===== src/rtl/cache_requester.sv =====
// CPU-side cache initiator: queues commands in a small FIFO, issues them one at a
// time to the cache, and returns one response per command (done or timeout).
module cache_requester #(
  parameter int WIDTH      = 8,
  parameter int RAM_DEPTH  = 256,
  parameter int FIFO_DEPTH = 4,
  parameter int TIMEOUT    = 64,
  localparam int AW        = $clog2(RAM_DEPTH)
) (
  input  logic             clk,
  input  logic             rst,
  input  logic             cmd_valid,
  output logic             cmd_ready,
  input  logic             cmd_we,
  input  logic [AW-1:0]    cmd_addr,
  input  logic [WIDTH-1:0] cmd_data,
  output logic             we,
  output logic             re,
  output logic [AW-1:0]    addr,
  output logic [WIDTH-1:0] data_in,
  input  logic             done,
  input  logic             op_in_progress,
  input  logic [WIDTH-1:0] data_out,
  output logic             rsp_valid,
  input  logic             rsp_ready,
  output logic             rsp_we,
  output logic [WIDTH-1:0] rsp_data,
  output logic             rsp_timeout,
  output logic [15:0]      ops_done
);

  localparam int PW   = $clog2(FIFO_DEPTH);
  localparam int CW   = $clog2(FIFO_DEPTH + 1);
  localparam int TW   = $clog2(TIMEOUT + 1);
  localparam int EW   = 1 + AW + WIDTH;
  localparam logic [TW-1:0] TLAST = TW'(TIMEOUT - 1);

  typedef enum logic [1:0] {IDLE, ISSUE, WAIT, RESP} state_t;

  state_t          state_q, state_d;
  logic [EW-1:0]   fifo_mem [FIFO_DEPTH];
  logic [PW-1:0]   wr_ptr, rd_ptr;
  logic [CW-1:0]   count_q;
  logic [EW-1:0]   head;
  logic            head_we;
  logic [AW-1:0]   head_addr;
  logic [WIDTH-1:0] head_data;
  logic            push, pop;
  logic            complete, expire;
  logic            op_we_q;
  logic [TW-1:0]   tmo_q;

  function automatic logic [15:0] sat_inc(input logic [15:0] v);
    return (v == 16'hFFFF) ? v : v + 16'd1;
  endfunction

  // Space is judged from registered occupancy only; a pop this cycle frees nothing yet.
  assign cmd_ready = (count_q != CW'(FIFO_DEPTH));
  assign push      = cmd_valid && cmd_ready;

  assign head      = fifo_mem[rd_ptr];
  assign head_we   = head[EW-1];
  assign head_addr = head[EW-2:WIDTH];
  assign head_data = head[WIDTH-1:0];

  always_ff @(posedge clk) begin
    if (push) fifo_mem[wr_ptr] <= {cmd_we, cmd_addr, cmd_data};
  end

  always_ff @(posedge clk) begin
    if (rst) begin
      wr_ptr  <= '0;
      rd_ptr  <= '0;
      count_q <= '0;
    end else begin
      if (push) wr_ptr <= wr_ptr + PW'(1);
      if (pop)  rd_ptr <= rd_ptr + PW'(1);
      case ({push, pop})
        2'b10:   count_q <= count_q + CW'(1);
        2'b01:   count_q <= count_q - CW'(1);
        default: count_q <= count_q;
      endcase
    end
  end

  always_ff @(posedge clk) begin
    if (rst) state_q <= IDLE;
    else     state_q <= state_d;
  end

  always_comb begin
    state_d  = state_q;
    pop      = 1'b0;
    complete = 1'b0;
    expire   = 1'b0;
    case (state_q)
      IDLE: begin
        if ((count_q != '0) && !op_in_progress) begin
          pop     = 1'b1;
          state_d = ISSUE;
        end
      end
      ISSUE: state_d = WAIT;
      WAIT: begin
        // A done arriving on the last counted cycle still wins over the timeout.
        if (done) begin
          complete = 1'b1;
          state_d  = RESP;
        end else if (tmo_q == TLAST) begin
          expire  = 1'b1;
          state_d = RESP;
        end
      end
      RESP: if (rsp_ready) state_d = IDLE;
      default: state_d = IDLE;
    endcase
  end

  always_ff @(posedge clk) begin
    if (rst) begin
      we          <= 1'b0;
      re          <= 1'b0;
      addr        <= '0;
      data_in     <= '0;
      op_we_q     <= 1'b0;
      tmo_q       <= '0;
      rsp_valid   <= 1'b0;
      rsp_we      <= 1'b0;
      rsp_data    <= '0;
      rsp_timeout <= 1'b0;
      ops_done    <= '0;
    end else begin
      if (pop) begin
        we      <= head_we;
        re      <= !head_we;
        addr    <= head_addr;
        data_in <= head_data;
        op_we_q <= head_we;
      end
      if (state_q == ISSUE) begin
        we    <= 1'b0;
        re    <= 1'b0;
        tmo_q <= '0;
      end
      if ((state_q == WAIT) && !done) tmo_q <= tmo_q + TW'(1);
      if (complete) begin
        rsp_valid   <= 1'b1;
        rsp_we      <= op_we_q;
        rsp_data    <= op_we_q ? '0 : data_out;
        rsp_timeout <= 1'b0;
        ops_done    <= sat_inc(ops_done);
      end
      if (expire) begin
        rsp_valid   <= 1'b1;
        rsp_we      <= op_we_q;
        rsp_data    <= '0;
        rsp_timeout <= 1'b1;
      end
      if ((state_q == RESP) && rsp_ready) rsp_valid <= 1'b0;
    end
  end

endmodule


===== config.mk =====
export PLATFORM = sky130hd
export DESIGN_NAME = cache_requester
export DESIGN_NICKNAME = d
export VERILOG_FILES = /design/src/rtl/cache_requester.sv
export SDC_FILE = /design/constraint.sdc
export NUM_CORES = 1
export LEC_CHECK = 0
export ABC_AREA = 1
export BUFFER_PORTS_ARGS = -buffer_cell sky130_fd_sc_hd__buf_2
export CORE_MARGIN = 4
export CORE_UTILIZATION = 61
export CTS_CLUSTER_SIZE = 40
export DETAILED_ROUTE_END_ITERATION = 6
export HOLD_SLACK_MARGIN = 0.12
export PLACE_DENSITY = 0.95
export REMOVE_ABC_BUFFERS = 1
export SLEW_MARGIN = 20
export SYNTH_ARGS = -nofsm -noshare
export SYNTH_HDL_FRONTEND = slang
export SYNTH_SLANG_ARGS = --single-unit

===== constraint.sdc =====
create_clock -name clk -period 4.6 [get_ports clk]
set_input_delay 0.46 -clock clk [delete_from_list [all_inputs] [get_ports clk]]
set_output_delay 0.46 -clock clk [all_outputs]
set_load 0.02 [all_outputs]

======== Yosys cells after proc, flatten, opt, wreduce, memory -nomap -nowiden ========
Memory sizes are Yosys's and may differ from the RTL's. A register that Yosys moved wholly into a read port is not among the register bits.
Cells that the tools add are included.
cells by class
  mux-type cells .......................... 26
  bitwise gates (word level) .............. 1
  reduce and logical (&&, ||, !) cells .... 17
  add/sub/neg operators ................... 6
  equal/unequal tests ..................... 11
operators with widths
  operator                                             count
  adder 16 x 1 -> 16 bit, second input constant        1
  equality test 16 bit, second input constant          1
  2-to-1 mux 1 bit                                     15
  2-to-1 mux 7 bit                                     2
  2-to-1 mux 2 bit                                     6
  2-to-1 mux 8 bit                                     1
  case mux 2 bit (4 select lines)                      1
  adder 7 x 1 -> 7 bit, second input constant          1
  equality test 7 x 6 -> 1 bit, second input constant  1
  equality test 2 bit, second input constant           3
  != test 3 bit, second input constant                 2
  case mux 3 bit (2 select lines)                      1
  nonzero test 2 bit                                   3
  OR reduction 2 bit                                   3
  adder 2 x 1 -> 2 bit, second input constant          2
  equality test 2 x 1 -> 1 bit, second input constant  2
  logical AND 1 bit                                    4
  != test 2 bit, second input constant                 2
  adder 3 x 1 -> 3 bit, second input constant          1
  logical NOT 1 bit                                    3
  AND reduction 3 bit                                  1
  nonzero test 3 bit                                   1
  subtractor 3 x 1 -> 3 bit, second input constant     1
  logical NOT 2 bit                                    1
  other kinds (2)                                      2
storage, ports and cells
  register bits ........................... 62
  memories ................................ 1
  memory bits (writable) .................. 68
memory list
  memory    depth  width  read ports  clocked after Yosys merged registers in  write ports  RTL line  source
  fifo_mem  4      17     1           1                                        1            41        logic [EW-1:0] fifo_mem [FIFO_DEPTH];

======== Longest topological paths before layout ========
Gate-level depths: netlist of run 1.
  word-level depth ........................ 6
  gate-level depth with buffers ........... 12
  mapped depth without buffers ............ 11

======== Least setup slack after synthesis of run 1 ========
Ideal clock, no wire load.
  path type ............................... reg-to-reg
  start ................................... register state_q[0]
  end ..................................... register count_q[2]
  stages on the path, launching flop included .. 13
  slack ................................... 2.616 ns
  setup time .............................. 0.122 ns
  required time ........................... 4.478 ns
  data arrival time ....................... 1.862 ns
  cells stage by stage .................... dfxtp_1 inv_1 ha_1 nand3_1 inv_1 buf_2 ha_1 inv_1 fa_1 a21oi_1 o21ai_0 o21ai_0 a21oi_1
between the ends
  word-level cells in the longest chain between the ends .. 4
RTL lines
  element                                                                RTL line  source
  from (decl)                                                            40        state_t state_q, state_d;
  from (signal assigned)                                                 88        else state_q <= state_d;
  logical NOT 2 bit (*)                                                  96        case (state_q)
  2-to-1 mux 1 bit (*)                                                   96
  via pop                                                                48        logic push, pop;
  equality test 2 x 1 -> 1 bit or equality test 2 bit (tied branches)    78        case ({push, pop})
  case mux 3 bit (2 select lines) or nonzero test 2 bit (tied branches)  -
  to (signal assigned)                                                   79        2'b10: count_q <= count_q + CW'(1);
  to (signal assigned)                                                   80        2'b01: count_q <= count_q - CW'(1);
  to (signal assigned)                                                   81        default: count_q <= count_q;
  to (decl)                                                              43        logic [CW-1:0] count_q;
The timed path passes the listed nets; every way through them passes the cells marked *.
A chain may end at the register's enable or synchronous reset.

======== Worst setup path after layout of run 1 ========
  start ................................... register state_q[0]
  end ..................................... register count_q[2]
between the ends
  word-level cells in the longest chain between the ends .. 4
RTL lines
  element                                                                RTL line
  logical NOT 2 bit (*)                                                  96
  2-to-1 mux 1 bit (*)                                                   96
  equality test 2 x 1 -> 1 bit or equality test 2 bit (tied branches)    78
  case mux 3 bit (2 select lines) or nonzero test 2 bit (tied branches)  -
Mark *: on every way between the ends. The rest lies on a longest branch, timed or not.

==> metrics.md, run 1 <==
| Metric | Value |
|---|---|
| Routed wire length per instance | `15.31 um` |
| Top cells by area, synth | `edfxtp_1, dfxtp_1, nor2_1` |
| Cells after synthesis | `607` |
| First-pass GRT wire length | `19,610 um` |
| CTS Buf Count | `17` |
| Worst EP arrival | `3220 ps` |
| CTS max path bufs | `2` |
| Ys Warns | `0` |
| Register area share after synthesis | `60.30%` |
| Leakage power | `2.648 nW` |
| All-Layer GR Usage | `24.15%` |
| Slew at the pin closest to its max-slew limit | `1111 ps` |
| Initial Util | `62.89%` |
| Setup TNS | `0 ps` |
| CTS clk-pin slew, worst paths | `60 ps` |
| Status | `completed` |
| Setup crit end kind | `register` |
| Critical path's top delay family | `adder cells` |
| Die width | `103.1 um` |
| Final setup vio count | `0` |
| Distinct cells, synth | `27` |
| Core area | `8763 um^2` |
| Synth Register Bits | `132` |
| Setup repair bufs after CTS | `0` |
| Clock latency on the worst-skew pair | `520 ps` |
| Initial antenna violation count | `0` |
| Crit path to | `count_q[2]$_SDFFE_PP0P_` |
| Fmax | `355.0 MHz` |
| Synthesized area per cell | `9.080 um^2` |
| I/O pins | `77` |
| Worst setup path start | `state_q[0]$_SDFFE_PP0P_` |
| Slew headroom | `25.85%` |
| Post-synth top cells | `nor2_1, o21ai_0, nand2_1` |
| Final period util | `61.24%` |
| Vias in the first global route | `4,218` |
| Die ar. | `10,620 um^2` |
| Via count | `4,512` |
| I/O Buffers | `76` |
| Max Slew Vio Count | `0` |
| Area of the mapped netlist | `5512 um^2` |
| Starting DRC count in detailed routing | `296` |
| # diodes | `0` |
| Number of hold violations in the final report | `0` |
| Post-synthesis adder-cell area fraction | `3.087%` |
| Worst Setup Path Type | `reg2reg` |
| Routed vias/inst | `5.591` |
| Number of synthesized flops with an enable pin | `68` |
| Simple-gate area share of the yosys netlist | `19.70%` |
| Die height | `103.1 um` |
| Worst reg2reg path depth | `11` |
| DRT Pass-1 Iters | `5` |
| RR Endpoint | `count_q[2]$_SDFFE_PP0P_` |
| Fin crit period | `2817 ps` |
| Fraction of layout cells with a size suffix above 1 | `18.03%` |
| Hold-fix buffers, CTS | `0` |
| Top cell type's share of synthesized area | `37.05%` |
| Drt total wl | `12,350 um` |
| RSZ-0062 raised after global routing | `false` |
| CP Cell Sequence | `inv_1 > ha_1 > nand3_1 > inv_1 > ha_1 > inv_1 > fa_1 > a21oi_1 > o21ai_0 > o21ai_0 > a21oi_1` |
| HP Class | `in2reg` |
| Ys flop type | `edfxtp_1` |
| Post-synth top area cell | `edfxtp_1` |
| Multiplexer area fraction after synthesis | `0%` |
| Ys async rst share | `0%` |
| Worst path max stage delay | `650 ps` |
| Detail Placement HPWL | `7805 um` |
| WP depth | `11` |
| NumNets Final | `730` |
| Critical path's slowest cell | `nand3_1` |
| Largest net degree at the start of global routing | `36` |
| GP Congestion | `0.8836` |
| Critical path launch point type | `register` |
| Post-cts resize count | `0` |
| Clock Skew | `8.163 ps` |
| CTS Sinks | `132` |
| Buf+Inv Stages, Crit Path | `3` |
| R2r startpoint | `state_q[0]$_SDFFE_PP0P_` |
| Clock Tree Root | `clkbuf_8` |
| Count leader, synth | `nor2_1` |
| XOR/XNOR share of the synthesized area | `0%` |
| Max_cap viols | `0` |
| DRC | `0` |
| R2R Setup Slk | `1780 ps` |
| GRT overflow | `0` |
| FP Rows | `34` |
| Peak supply drop | `379.2 uV` |
| Main combinational cell family by area after synthesis | `simple AND/OR/NAND/NOR gates` |
| CP Data Required Time | `5000 ps` |
| Crit-path most repeated cell | `inv_1` |
| Pwr dens | `533.3 nW/um^2` |
| Synth Area in Compound Gates | `11.53%` |
| Util after Layout | `74.49%` |
| Crit Path Max Fanout | `21` |
| CTS H-tree depth | `4` |
| Synth-to-Final Area Change | `18.43%` |
| TritonCTS clock tree | `built` |
| Antenna Violating Nets Remaining | `0` |
worst register-to-register path: stages, from the launching register on:
cell	delay [ps]
dfxtp_1	330
inv_1	130
ha_1	190
nand3_1	650
inv_1	260
ha_1	170
inv_1	70
fa_1	380
a21oi_1	150
o21ai_0	120
o21ai_0	190
a21oi_1	60
cell families (layout without fill, tap and decap cells):
| logic type | Yosys count | after routing |
|---|---|---|
| flops | 132 | 132 |
| compound gates | 126 | 126 |
| fa+ha+maj | 13 | 13 |
| buf+inv | 73 | 165 |
| simple gates | 263 | 263 |
power breakdown:
part | internal (mW) | switching, mW | total (mW)
Sequential | 1.39 | 0.0795 | 1.47
Clock | 0.728 | 0.542 | 1.27
Combinational | 0.228 | 0.510 | 0.738
cell type report:
type,count,area (um^2)
fillers,591,2236
clock buffers,17,414.1
inverters,50,187.7
flip-flops and latches,132,3323
repair buffers,83,432.9
multi-input cells,402,1892
well taps,108,135.1
clock inverters,15,142.6
through the flow:
| step | hold slack, ps | worst slack, ps | cells | total power, mW | area [um^2] |
|---|---|---|---|---|---|
| floorplan | 443.0 | 2038 | 584 | 1.960 | 5403 |
| global placement | 450.3 | 1942 | 775 | 2.163 | 5971 |
| detailed placement | 462.0 | 1831 | 775 | 2.217 | 5971 |
| CTS | 126.6 | 1809 | 807 | 3.492 | 6528 |
| global route | 128.1 | 1604 | 807 | 3.658 | 6528 |
| finish | 149.4 | 1783 | 807 | 3.481 | 6528 |
how the worst min path moves through the flow:
stage | start | to | slack [ps] | depth (start not counted)
2_1_floorplan | rd_ptr[0]$_SDFFE_PP0P_ | register | 440 | 2
3_3_place_gp | rd_ptr[0]$_SDFFE_PP0P_ | register | 450 | 2
3_5_place_dp | we$_SDFFE_PP0P_ | we$_SDFFE_PP0P_ | 460 | 2
4_1_cts | cmd_data[6] | fifo_mem[3][6]$_DFFE_PP_ | 130 | 1
5_1_grt | cmd_addr[1] | fifo_mem[3][9]$_DFFE_PP_ | 130 | 1
6_report | cmd_data[6] | fifo_mem[3][6]$_DFFE_PP_ | 150 | 1
flip-flops by register name, summed over array words and instances, names as in the netlist, named ones only:
signal and flops:
rsp_data 8, we 1, state_q 2, op_we_q 1, wr_ptr 2, rsp_valid 1, ops_done 16, data_in 8
re 1, rsp_we 1, addr 8, fifo_mem 68, count_q 3, rd_ptr 2, tmo_q 7, rsp_timeout 1
cell usage in the layout, fill, tap and decap left out, types with 2 or more instances in the layout:
master	netlist	layout
nor2_1	150	150
nand3_1	18	18
a21oi_1	28	28
clkbuf_16	0	16
edfxtp_1	68	68
o21ai_0	90	90
ha_1	12	12
inv_1	48	48
buf_2	11	76
dfxtp_1	64	64
inv_6	0	8
buf_4	0	7
o21ai_1	6	6
clkinv_1	1	2
o211ai_1	2	2
clkinvlp_4	0	4
nand2_2	3	3
nor2_4	5	5
nand2_1	79	79
nor3_1	3	3
layer usage:
| layer | routed length [um] | GRT usage, % |
|---|---|---|
| met5 | 0 | 0 |
| met3 | 1223 | 6.766 |
| met2 | 6238 | 41.59 |
| met4 | 282 | 9.263 |
| met1 | 4608 | 28.75 |
No activity file was read; power rests on OpenSTA's default activity.
==> inputs of run 2 (changes only) <==
- ABC_AREA: 1 -> 0
- CORE_UTILIZATION: 61 -> 56
- PLACE_DENSITY: 0.95 -> 0.9
- clock period: 4.6 -> 2.95 ns (I/O delays scaled with it)
==> run 2 against run 1 <==
Global-route usage decreased by 3.3 points; utilization decreased by 3.4 points; combinational power increased by 56%; synthesized area decreased by 3.7%; fmax increased by 14%; setup slack got worse by 1300 ps; cell count decreased by 17%; largest cell class unchanged; die area increased by 4.5%; clock skew increased by 7.2 ps; critical path type unchanged.
==> metrics.md, run 2 <==
| Metric | Value |
|---|---|
| DRC | `0 (unchanged)` |
| Clock Tree Root | `clkbuf_8 (unchanged)` |
| Final instance area | `6566 um^2 (was 6528 um^2)` |
| Area of the mapped netlist | `5305 um^2 (was 5512 um^2)` |
| Starting DRC count in detailed routing | `181 (was 296)` |
| Ys flop type | `edfxtp_1 (unchanged)` |
| Initial antenna violation count | `0 (unchanged)` |
| CTS Buf Count | `17 (unchanged)` |
| Leakage power | `2.464 nW (was 2.648 nW)` |
| Top cell type's share of synthesized area | `38.49% (was 37.05%)` |
| Routed vias/inst | `5.611 (was 5.591)` |
| Clock latency on the worst-skew pair | `520 ps (about the same)` |
| Ys Warns | `0 (unchanged)` |
| Commonest non-fill, non-tap cells in the layout | `buf_2, edfxtp_1, dfxtp_1 (was nor2_1, o21ai_0, nand2_1)` |
| Antenna Violating Nets Remaining | `0 (unchanged)` |
| Number of synthesized flops with an enable pin | `68 (unchanged)` |
| Peak supply drop | `817.4 uV (was 379.2 uV)` |
| Via count | `3,737 (was 4,512)` |
| Slew at the pin closest to its max-slew limit | `918.8 ps (was 1111 ps)` |
| DRT Pass-1 Iters | `4 (was 5)` |
| Critical path launch point type | `register (unchanged)` |
| Post-synth top cells | `edfxtp_1, dfxtp_1, nand2_1 (was nor2_1, o21ai_0, nand2_1)` |
| Post-cts resize count | `0 (unchanged)` |
| Slew headroom | `38.75% (was 25.85%)` |
| Synth-to-Final Area Change | `23.77% (was 18.43%)` |
| Distinct cells, synth | `49 (was 27)` |
| TritonCTS clock tree | `built (unchanged)` |
| Critical path's slowest cell | `or3b_1 (was nand3_1)` |
| Post-Layout Cell Count | `666 (was 807)` |
| Fin crit period | `2479 ps (was 2817 ps)` |
| Routed wire length per instance | `16.86 um (was 15.31 um)` |
| Cells after synthesis | `427 (was 607)` |
| Clock Skew | `15.41 ps (was 8.163 ps)` |
| CTS H-tree depth | `4 (unchanged)` |
| Largest registers | `fifo_mem x68, ops_done x16 (unchanged)` |
| Register area share after synthesis | `62.64% (was 60.30%)` |
| Max reg flops | `68 (unchanged)` |
| CTS clk-pin slew, worst paths | `60 ps (about the same)` |
| Synthesized area per cell | `12.42 um^2 (was 9.080 um^2)` |
| Max Slew Vio Count | `0 (unchanged)` |
| Worst path max stage delay | `450 ps (was 650 ps)` |
| Crit Path Max Fanout | `6 (was 21)` |
| Max_cap viols | `0 (unchanged)` |
| Top cells by area, synth | `edfxtp_1, dfxtp_1, mux4_2 (was edfxtp_1, dfxtp_1, nor2_1)` |
| CP Cell Sequence | `or3b_1 > and2_1 > inv_1 > ha_1 > inv_1 > fa_1 > xor2_1 > or3_1 > a21oi_1 (was inv_1 > ha_1 > nand3_1 > inv_1 > ha_1 > inv_1 > fa_1 > a21oi_1 > o21ai_0 > o21ai_0 > a21oi_1)` |
| Setup repair bufs after CTS | `0 (unchanged)` |
| Core area | `9240 um^2 (was 8763 um^2)` |
| CTS Sinks | `132 (unchanged)` |
| Critical path's top delay family | `simple AND/OR/NAND/NOR gates (was adder cells)` |
| I/O pins | `77 (unchanged)` |
| Number of hold violations in the final report | `0 (unchanged)` |
| # diodes | `0 (unchanged)` |
| RSZ-0062 raised after global routing | `false (unchanged)` |
| HP Class | `in2reg (unchanged)` |
| Dpl cell area | `5792 um^2 (was 5971 um^2)` |
| Buf+Inv Stages, Crit Path | `2 (was 3)` |
| CP Data Required Time | `3380 ps (was 5000 ps)` |
| Worst Setup Path Type | `reg2reg (unchanged)` |
| Final period util | `84.02% (was 61.24%)` |
| Drt total wl | `11,230 um (was 12,350 um)` |
| Final setup vio count | `0 (unchanged)` |
| Die ar. | `11,090 um^2 (was 10,620 um^2)` |
| Most common cell after layout, fill and taps aside | `buf_2 (was nor2_1)` |
| Setup TNS | `0 ps (unchanged)` |
| All-Layer GR Usage | `20.84% (was 24.15%)` |
| Cells after DPL | `616 (was 775)` |
| Initial Util | `57.41% (was 62.89%)` |
| Worst EP arrival | `2900 ps (was 3220 ps)` |
| Vias in the first global route | `3,737 (was 4,218)` |
| Count leader, synth | `edfxtp_1 (was nor2_1)` |
| Pwr dens | `839.2 nW/um^2 (was 533.3 nW/um^2)` |
| Fraction of layout cells with a size suffix above 1 | `25.33% (was 18.03%)` |
| Biggest register | `fifo_mem (unchanged)` |
| Hold-fix buffers, CTS | `19 (was 0)` |
| Pre-CTS setup slack | `498.4 ps (was 1831 ps)` |
| Fmax | `403.5 MHz (was 355.0 MHz)` |
| Synth Register Bits | `132 (unchanged)` |
| Post-synth top area cell | `edfxtp_1 (unchanged)` |
| Detail Placement HPWL | `7008 um (was 7805 um)` |
| CTS max path bufs | `2 (unchanged)` |
| FP Rows | `35 (was 34)` |
| Status | `completed (unchanged)` |
| Die width | `105.3 um (was 103.1 um)` |
| NumNets Final | `569 (was 730)` |
| Die height | `105.3 um (was 103.1 um)` |
| Ys async rst share | `0% (unchanged)` |
| GRT overflow | `0 (unchanged)` |
| Largest net degree at the start of global routing | `52 (was 36)` |
| GP Congestion | `0.8374 (was 0.8836)` |
| Crit-path most repeated cell | `inv_1 (unchanged)` |
| First-pass GRT wire length | `18,120 um (was 19,610 um)` |
| Setup crit end kind | `register (unchanged)` |
| I/O Buffers | `76 (unchanged)` |
| Setup WS post-layout | `471.4 ps (was 1783 ps)` |
==> run 2: changes by cell type after synthesis, sizes merged, moves of 6 or more <==
cell	before	now
nor2	156	33
o21ai	96	14
inv	49	13
nand2	82	46
mux4	0	17
a21oi	28	41
nand3	18	7
nor3b	0	10
or3	0	8
and3	0	6
nand2b	0	6
==> run 2: worst register-to-register path, cell delays in order, from the launching register on <==
cell and delay (ps):
dfxtp_1 380, or3b_1 450, and2_1 230, inv_1 80, ha_1 180, inv_1 60, fa_1 380, xor2_1 160
or3_1 310, a21oi_1 170
==> run 2: final timing paths <==
check	from	endpoint	slack, ps	cells past startpoint
hold / removal	data_out[5]	rsp_data[5]$_SDFFE_PP0P_	180	4
setup reg to reg	count_q[2]$_SDFFE_PP0P_	count_q[2]$_SDFFE_PP0P_	470	9
hold reg to reg	addr[4]$_SDFFE_PP0P_	addr[4]$_SDFFE_PP0P_	450	2
setup / recovery	count_q[2]$_SDFFE_PP0P_	count_q[2]$_SDFFE_PP0P_	470	9
==> run 2: layout make-up <==
cell class              instances  area [um^2]
repair buffers                100        608.1
inverters                      13        48.80
well taps                     129        161.4
fillers                       623         2674
clock inverters                14        170.2
multi-input cells             261         1841
clock buffers                  17        414.1
flip-flops and latches        132         3323
==> run 2: power by group <==
| part | switching [mW] | internal, mW |
|---|---|---|
| clock network | 0.831 | 1.23 |
| logic | 0.671 | 0.476 |
| registers | 0.140 | 2.17 |
| total | 1.64 | 3.87 |
==> run 2: kinds of logic after synthesis <==
group / Yosys count / synth area share (%)
xor+xnor: 4 / 0.6605
simple gates: 144 / 13.80
buf+inv: 34 / 2.665
fa+ha+maj: 13 / 3.207
mux: 24 / 8.632
flops: 132 / 62.64
compound gates: 76 / 8.397
==> run 2: per-stage QoR <==
| stage | utilization, % | hold slack [ps] | power (mW) |
|---|---|---|---|
| floorplan | - | 364.1 | 3.083 |
| global placement | 62.68 | 438.5 | 3.389 |
| detailed placement | 62.68 | 447.0 | 3.462 |
| CTS | 71.06 | 167.6 | 5.545 |
| global route | 71.06 | 182.7 | 5.767 |
| finish | 71.06 | 179.6 | 5.510 |
==> run 2: per-layer routing <==
metal / global-route usage [%] / share of wire [%] / vias up
li1: - / - / 1778
met3: 6.246 / 7.2 / 11
met5: 0 / 0 / -
met4: 6.092 / 1.1 / 0
met1: 24.63 / 39 / 1793
met2: 36.66 / 53 / 155
